===== config.mk =====
export PLATFORM = sky130hd
export DESIGN_NAME = pc_fetch_ctrl
export DESIGN_NICKNAME = d
export VERILOG_FILES = /design/src/rtl/pc_fetch_ctrl.sv
export SDC_FILE = /design/constraint.sdc
export NUM_CORES = 1
export LEC_CHECK = 0
export CAP_MARGIN = 30
export CORE_UTILIZATION = 51
export DETAILED_ROUTE_END_ITERATION = 12
export GPL_TIMING_DRIVEN = 0
export PLACE_DENSITY = 0.95
export SYNTH_ARGS = -nofsm -noshare
export SYNTH_HDL_FRONTEND = slang
export SYNTH_SLANG_ARGS = --single-unit

===== constraint.sdc =====
create_clock -name i_clk -period 2.9 [get_ports i_clk]
set_input_delay 0.58 -clock i_clk [delete_from_list [all_inputs] [get_ports i_clk]]
set_output_delay 0.58 -clock i_clk [all_outputs]
set_load 0.05 [all_outputs]

===== src/rtl/pc_fetch_ctrl.sv =====
// ---------------------------------------------------------------------------
// pc_fetch_ctrl
//
// Fetch-stage program counter owner. It advances the PC by PC_INC on every
// enabled cycle and redirects it to a branch or jump target. It also
// generates the IF/ID flush and handles hazard stalls, debug-step gating and
// HALT. While the pipeline is frozen (i_enable=0), the first redirect seen is
// held in a pending register and applied on the next enabled cycle.
//
// Configuration macro:
//   DELAY_SLOT_EN - when defined, the instruction after a branch/jump is a
//                   MIPS delay slot, so o_flush_if_id is tied to 0.
//
// Ports:
//   i_clk            system clock, rising edge
//   i_reset          synchronous active-high reset, highest priority
//   i_enable         pipeline advance enable (debug step)
//   i_stall          load-use stall from hazard unit, holds PC
//   i_pc_source      branch taken
//   i_branch_target  branch target address
//   i_jump           unconditional jump / jr decoded
//   i_jump_target    jump target address
//   i_halt           HALT instruction decoded
//   o_pc             current fetch address (registered)
//   o_pc_plus_inc    o_pc + PC_INC (combinational, wraps)
//   o_flush_if_id    kill the instruction entering IF/ID this cycle
//   o_halted         block is in HALT state (registered)
// ---------------------------------------------------------------------------
module pc_fetch_ctrl #(
  parameter int NB_PC    = 32,
  parameter int PC_INC   = 4,
  parameter int RESET_PC = 0
) (
  input  logic             i_clk,
  input  logic             i_reset,
  input  logic             i_enable,
  input  logic             i_stall,
  input  logic             i_pc_source,
  input  logic [NB_PC-1:0] i_branch_target,
  input  logic             i_jump,
  input  logic [NB_PC-1:0] i_jump_target,
  input  logic             i_halt,
  output logic [NB_PC-1:0] o_pc,
  output logic [NB_PC-1:0] o_pc_plus_inc,
  output logic             o_flush_if_id,
  output logic             o_halted
);

  typedef enum logic {
    RUN  = 1'b0,
    HALT = 1'b1
  } state_t;

`ifdef DELAY_SLOT_EN
  localparam logic FLUSH_EN = 1'b0;
`else
  localparam logic FLUSH_EN = 1'b1;
`endif

  state_t           state_q, state_d;
  logic [NB_PC-1:0] pc_q, pc_d;
  logic             pend_valid_q, pend_valid_d;
  logic [NB_PC-1:0] pend_target_q, pend_target_d;

  logic             redir;
  logic [NB_PC-1:0] redir_target;
  logic [NB_PC-1:0] pc_plus_inc;
  logic             flush;

  // Branch wins over jump when both are raised in the same cycle.
  assign redir        = i_pc_source | i_jump;
  assign redir_target = i_pc_source ? i_branch_target : i_jump_target;
  assign pc_plus_inc  = pc_q + NB_PC'(PC_INC);

  // Next-state logic. A redirect that was captured while frozen has priority
  // over a live one, and any redirect beats a younger halt or stall because
  // those instructions are on the wrong path.
  always_comb begin
    state_d       = state_q;
    pc_d          = pc_q;
    pend_valid_d  = pend_valid_q;
    pend_target_d = pend_target_q;
    flush         = 1'b0;

    case (state_q)
      RUN: begin
        if (i_enable) begin
          if (pend_valid_q) begin
            pc_d         = pend_target_q;
            pend_valid_d = 1'b0;
            flush        = FLUSH_EN;
          end else if (redir) begin
            pc_d  = redir_target;
            flush = FLUSH_EN;
          end else if (i_halt) begin
            state_d = HALT;
          end else if (!i_stall) begin
            pc_d = pc_plus_inc;
          end
        end else if (redir && !pend_valid_q) begin
          pend_valid_d  = 1'b1;
          pend_target_d = redir_target;
        end
      end
      HALT: begin
      end
      default: begin
        state_d = RUN;
      end
    endcase

    if (i_reset) begin
      flush = 1'b0;
    end
  end

  // State registers with synchronous reset.
  always_ff @(posedge i_clk) begin
    if (i_reset) begin
      state_q       <= RUN;
      pc_q          <= NB_PC'(RESET_PC);
      pend_valid_q  <= 1'b0;
      pend_target_q <= '0;
    end else begin
      state_q       <= state_d;
      pc_q          <= pc_d;
      pend_valid_q  <= pend_valid_d;
      pend_target_q <= pend_target_d;
    end
  end

  assign o_pc          = pc_q;
  assign o_pc_plus_inc = pc_plus_inc;
  assign o_flush_if_id = flush;
  assign o_halted      = (state_q == HALT);

endmodule

# --- After elaboration in Yosys (flattened, before gate mapping) ---
# Index checks and enable logic that the tools add are counted.
word_totals:
  inputBits: 71
  regBits: 66
  ram_bits: 0
  word_cells: 33
  n_memories: 0
  latchBits: 0
  mem_bits_ro: 0
classes:
  mul: 0
  n_eq_ne: 2
  mux: 17
  n_div: 0
  n_bitwise: 3
  n_lt_le_gt_ge: 0
  n_shift: 0
  reduce_logical: 6
  n_addsub: 1
op_table:
  columns: ["cell", "n"]
  rows:
  - ["$mux W32", 5]
  - ["$add A32 B3 Y32 const B", 1]
  - ["$mux W1", 12]
  - ["$ne A3 B1 Y1 const B", 2]
  - ["$reduce_and A4 Y1", 1]
  - ["$reduce_and A3 Y1", 1]
  - ["$not A1 Y1", 2]
  - ["$reduce_and A2 Y1", 1]
  - ["$reduce_bool A2 Y1", 1]
  - ["$logic_and A1 B1 Y1", 1]
  - ["$logic_not A1 Y1", 1]
  - ["$or A1 B1 Y1", 1]

# --- Logic depth before layout (Yosys ltp) ---
# Gate-level depths: netlist of the first run.
logic_depth:
  word_depth: 6
  ltp_mapped: 8

# --- Worst setup path before layout of the first run ---
# OpenSTA, ideal clock, no wires.
synth_timing:
  path_kind: "register to output"
  startpoint: "register pc_q[2] (netlist: o_pc[2])"
  endpoint: "output port o_pc_plus_inc[22]"
  required_ns: 2.320
  path_stages_with_launch: 7
  arrival_time_ns: 2.684
  setup_slack_ns: -0.364
  path_cell_list: "dfxtp_1 > ha_1 > nand3_1 > nor4_4 > and2_4 > nand2_4 > xnor2_1"
synth_between:
  elab_chain_len: 1
synth_lines:
  columns: ["element", "line", "source"]
  rows:
  - ["start, declared", "61", "logic [NB_PC-1:0] pc_q, pc_d;"]
  - ["start signal, assigned", "121", "pc_q <= NB_PC'(RESET_PC);"]
  - ["start signal, assigned", "126", "pc_q <= pc_d;"]
  - ["$add A32 B3 Y32", "73", "assign pc_plus_inc = pc_q + NB_PC'(PC_INC);"]
  - ["end, declared", "44", "output logic [NB_PC-1:0] o_pc_plus_inc,"]
# Every way passes these cells.

# --- Worst setup path in the final report of the first run ---
layout_timing:
  startpoint: "register pc_q[5] (netlist: o_pc[5])"
  endpoint: "output port o_pc_plus_inc[29]"
# The elaborated chain is that of the path after synthesis.

==> results.cfg, run 1 <==
[status]
run_status = complete, no violations

[logic_synthesis]
syn_nets = 614
synth.distinct_cells = 60
synthCells = 542
synthFlopType = dfxtp_1
syn-cell-area_sq_um = 4370
synth-seq-cells = 66
synth_edf_count = 0
yosysSeqAreaShare_pct = 30.2
yosys.area.top_type = dfxtp_1
synth_top_area_share_pct = 30.2
syn_area_per_cell_sq_um = 8.07
synthTopCellsByArea = dfxtp_1, mux2i_1, a211oi_1
yosysWarnings = 0
async_flop_share_pct = 0

[pwr]
p_sw_mw = 1.08
comb_power_share_pct = 35.8
vdd_ir_drop_max_mv = 0.269
power.density_nw_per_um2 = 443
clockPowerShare_pct = 25.3
p_leak_nw = 2.46
power_frac_seq_pct = 38.9
fin_total_pwr_mw = 2.77
swShare_pct = 38.9
p_int_mw = 1.69

[layout]
antenna_cells = 0
finalCoreUtilization_pct = 75.8
drive_above_1_share_pct = 16.7
fillers = 572
final_common_cell = clkdlybuf4s50_1
layout_common_cells = clkdlybuf4s50_1, nor2_1, dfxtp_1
nets = 767
syn_to_final_growth_pct = 43.1

[sta]
finClkSkew_ns = 0.00586
worstMarginPinSlew_ns = 0.756
timing.final.ws_setup_ns = 0.0257
finalMaxSlewViolations = 0
max_freq_ghz = 0.348
hold_viol = 0
min_period_ns = 2.87
setup_tns_ns = 0
setup_viol = 0
fin_crit_sh_pct = 99.1
slew_headroom_pct = 49.6

[cts]
cts_tree = built
clk_pin_slew_ns = 0.07
ctsHoldBuffers = 0
cts.sinks = 66
clockBufferDepth = 2
h-tree-depth = 3
cts-buffers-inserted = 9
insertion_delay_ns = 0.36
clockRootBuffer = clkbuf_8

[route]
vias = 5304
dr.pass1.iters = 5
viasPerCell = 6.59
first_iter_violations = 628
drc = 0
postRouteWirelength_mm = 16.5
wl_per_cell_um = 20.4
ant_nets = 0

[placement]
pre_cts_ws_ns = -0.696
gp_congestion = 0.974
dp_hpwl_mm = 11.5
portBuffers = 134

[worst_hold_path]
min_path_type = reg -> reg

[worst_setup_path]
cpPeakStageDelay_ns = 0.37
crit_fanout = 10
required_ns = 2.32
path_cells = buf_4, nand4_4, nor4_4, buf_4, buf_6, nand4_1, xnor2_2, buf_6
crit_buf_inv = 4
crit_family = buffers and inverters
arrival_ns = 2.29
start_kind = flip-flop
crit_type = reg -> out
cp-end-kind = output pin
crit_slowest_cell = dfxtp_1

[global_routing]
track_usage_pct = 35.8
grt_pass1_wl_mm = 24.4
use_met2_pct = 57.4
busiest_layer = met2
grt_pass1_vias = 4796
gr-usage-met1_pct = 45.6
antenna_found_initial = 0
grt_overflow_total = 0
grt_max_degree = 20
use_met3_pct = 6.28

[floorplan]
io_pins = 137
dieArea_sq_um = 8950
core_sq_um = 8260
fp-row-count = 33
fp.dieW_um = 94.6
initial_core_util_pct = 53.0
die_height_um = 94.6

[run]
drv_cap = 0
registers in the layout (all words and copies together), names as in the netlist:
| register | cells |
|---|---|
| o_pc | 32 |
| pend_target_q | 32 |
| o_halted | 1 |
| pend_valid_q | 1 |
power by group through the flow:
| stage | Sequential, mW | Combinational (mW) | Clock [mW] |
|---|---|---|---|
| 2_1_floorplan | 1.19 | 0.496 | 0 |
| 3_3_place_gp | 1.08 | 0.952 | 0 |
| 3_5_place_dp | 1.09 | 0.971 | 0 |
| 4_1_cts | 1.07 | 0.959 | 0.687 |
| 5_1_grt | 1.08 | 1.04 | 0.728 |
| 6_report | 1.08 | 0.993 | 0.700 |
per-stage QoR:
| stage | hold WS, ns | cell area, sq um | cells |
|---|---|---|---|
| 6_report | 0.484 | 6260 | 805 |
| 5_1_grt | 0.495 | 6260 | 805 |
| 3_5_place_dp | 0.472 | 6000 | 781 |
| 4_1_cts | 0.482 | 6170 | 801 |
| 3_3_place_gp | 0.460 | 6000 | 781 |
| 2_1_floorplan | 0.471 | 4530 | 542 |
synth_stat cells (7+ instances only):
cell and n:
mux2i_1 31, nand3_1 21, xnor2_1 18, nor2_1 65, o211ai_1 7, buf_2 8, o22ai_1 10, o21ai_0 39
nor2b_1 8, xor2_1 10, a211oi_1 35, a21oi_1 22, a22oi_1 23, clkbuf_1 25, nand2_1 39, nor3_1 11
dfxtp_1 66
repair_timing:
action	CTS	global route
endpoints found under the setup margin	24	22
gates resized for setup	107	31
gates cloned	0	0
setup buffers	5	4
pin swaps	3	3
worst register-to-register path, cell delays in order (launching register included):
cell and delay (ns):
dfxtp_1 0.34, buf_6 0.14, clkbuf_1 0.31, clkbuf_1 0.54
o21ai_0 0.35, o21ai_0 0.27, a21oi_1 0.09
routing by layer:
| metal | share of wire (%) | up-vias | wire [um] |
|---|---|---|---|
| met2 | 46 | 467 | 7600 |
| met3 | 13 | 74 | 2080 |
| met1 | 37 | 2442 | 6070 |
| met4 | 4.2 | 0 | 698 |
| li1 | - | 2321 | - |
| met5 | 0 | - | 0 |
final cells by class:
| cell class | instances | area (sq um) | share of cell area [%] |
|---|---|---|---|
| clock inverters | 3 | 15.0 | 0.240 |
| flip-flops and latches | 66 | 1340 | 21.3 |
| well taps | 105 | 131 | 2.10 |
| clock buffers | 13 | 149 | 2.38 |
| inverters | 7 | 26.3 | 0.420 |
| plain buffers | 50 | 307 | 4.90 |
| repair buffers | 143 | 1360 | 21.8 |
| multi-input cells | 418 | 2930 | 46.9 |
kinds of logic after synthesis:
group / count (synthesis) / share of synthesized area, %
and+or+nand+nor: 187 / 22.3
adders and majority gates: 1 / 0.286
buffers and inverters: 58 / 7.58
muxes: 31 / 7.10
DFF: 66 / 30.2
xor gates and xnor gates: 28 / 5.61
AOI/OAI and AO/OA: 171 / 27.0
final timing paths:
check / start / depth (start not counted) / end / slack [ns]
max reg2reg: pend_valid_q / 6 / o_pc[9] / 0.75
min reg2reg: o_pc[0] / 2 / o_pc[0] / 0.48
min: o_pc[0] / 2 / o_pc[0] / 0.48
max: o_pc[5] / 8 / o_pc_plus_inc[29] / 0.03
Note: power is estimated with default switching activity, not from simulation.
==> run 2: changes to the inputs <==
--- a/config.mk
+++ b/config.mk
@@ -9,7 +9,8 @@
 export CORE_UTILIZATION = 51
 export DETAILED_ROUTE_END_ITERATION = 12
 export GPL_TIMING_DRIVEN = 0
-export PLACE_DENSITY = 0.95
+export PLACE_DENSITY = 0.84
+export SLEW_MARGIN = 10
 export SYNTH_ARGS = -nofsm -noshare
 export SYNTH_HDL_FRONTEND = slang
 export SYNTH_SLANG_ARGS = --single-unit
==> results.cfg, run 2 (same netlist as run 1, synthesis figures left out) <==
[route]
viasPerCell = 6.56
postRouteWirelength_mm = 15.9
first_iter_violations = 501
wl_met2_mm = 7.54
ant_nets = 0
top_layer_used = met4
vias = 5295
drc = 0
met1_length_mm = 5.95
dr.pass1.iters = 5
met3RoutedLength_mm = 1.95
wl_per_cell_um = 19.7

[run]
drv_cap = 0

[worst_setup_path]
crit_type = reg -> out
crit_fanout = 8
arrival_ns = 2.27
path_cells = buf_4, nand3_1, xnor2_1, clkdlybuf4s50_1
crit_slowest_cell = clkdlybuf4s50_1
cp-end-kind = output pin
cpPeakStageDelay_ns = 0.83
start_kind = flip-flop
crit_buf_inv = 2
crit_family = buffers and inverters
required_ns = 2.32

[floorplan]
fp-row-count = 33
initial_core_util_pct = 53.0
fp.dieW_um = 94.6
die_height_um = 94.6
io_pins = 137
core_sq_um = 8260
dieArea_sq_um = 8950

[status]
run_status = complete, no violations

[layout]
nets = 769
final_common_cell = clkdlybuf4s50_1
antenna_cells = 0
drive_above_1_share_pct = 16.8
finalCoreUtilization_pct = 76.5
instances_no_fill = 807
layout_common_cells = clkdlybuf4s50_1, nor2_1, dfxtp_1
syn_to_final_growth_pct = 44.5

[global_routing]
grt_pass1_vias = 4787
grt_overflow_total = 0
grt_max_degree = 20
grt_pass1_wl_mm = 24.0
track_usage_pct = 35.0
antenna_found_initial = 0

[pwr]
vdd_ir_drop_max_mv = 0.230
power.density_nw_per_um2 = 446
p_leak_nw = 2.49

[cts]
clk_pin_slew_ns = 0.08
ctsHoldBuffers = 0
insertion_delay_ns = 0.35
cts_tree = built
cts.sinks = 66
cts-buffers-inserted = 9
h-tree-depth = 3
clockBufferDepth = 2
clockRootBuffer = clkbuf_8

[placement]
dp.cells = 781
gp_congestion = 0.981
dp_hpwl_mm = 11.4
portBuffers = 134

[sta]
hold_viol = 0
worstMarginPinSlew_ns = 0.716
fin_crit_sh_pct = 98.2
min_period_ns = 2.85
setup_tns_ns = 0
setup_viol = 0
slew_headroom_pct = 52.2
finClkSkew_ns = 0.0103
max_freq_ghz = 0.351
finalMaxSlewViolations = 0

[worst_hold_path]
min_path_type = reg -> reg
==> run 2: what timing repair did <==
action | in CTS | in global routing
gates resized for setup | 115 | 24
pin swaps | 3 | 5
cloned | 0 | 1
setup endpoints to repair | 23 | 19
setup buffers | 6 | 4
hold endpoints to repair | 0 | 0
==> run 2: layer usage <==
layer	up-vias	global-route usage (%)
met3	62	7.57
met4	0	12.4
met5	-	0
met2	441	57.1
met1	2456	45.2
li1	2336	-
==> run 2: final timing paths <==
path                                   start                to  slack, ns  depth (start not counted)
worst min register to register       o_pc[0]           o_pc[0]       0.47                          2
worst min-delay path                 o_pc[0]           o_pc[0]       0.47                          2
worst max register to register  pend_valid_q           o_pc[9]       0.84                          6
worst max-delay path                 o_pc[4]  o_pc_plus_inc[5]       0.05                          4
==> run 2: area by class of cell <==
type / instances / area [sq um]
clock buffers: 14 / 173
inverters: 7 / 26.3
plain buffers: 50 / 309
clock inverters: 2 / 10.0
repair buffers: 144 / 1380
flip-flops and latches: 66 / 1330
well taps: 105 / 131
fillers: 593 / 1940
multi-input cells: 419 / 2960
==> run 2: through the flow <==
| step | power [mW] | setup WS (ns) | hold WS (ns) | instance area, sq um |
|---|---|---|---|---|
| detailed placement | 2.06 | -0.661 | 0.467 | 6000 |
| finish | 2.82 | 0.0534 | 0.473 | 6320 |
| floorplan | 1.69 | -0.105 | 0.471 | 4530 |
| global placement | 2.04 | -0.663 | 0.462 | 6000 |
| global route | 2.91 | -0.0220 | 0.502 | 6320 |
| CTS | 2.78 | -0.0294 | 0.477 | 6240 |
==> run 2: worst min-delay path: stages (launching register included) <==
cell and delay (ns):
dfxtp_1 0.32, nand2_1 0.05, a21oi_1 0.05
==> run 2: power breakdown <==
part           internal, mW  switching, mW  total (mW)
clock                 0.379          0.376       0.756
sequential            0.984         0.0917        1.08
combinational         0.381          0.610       0.991
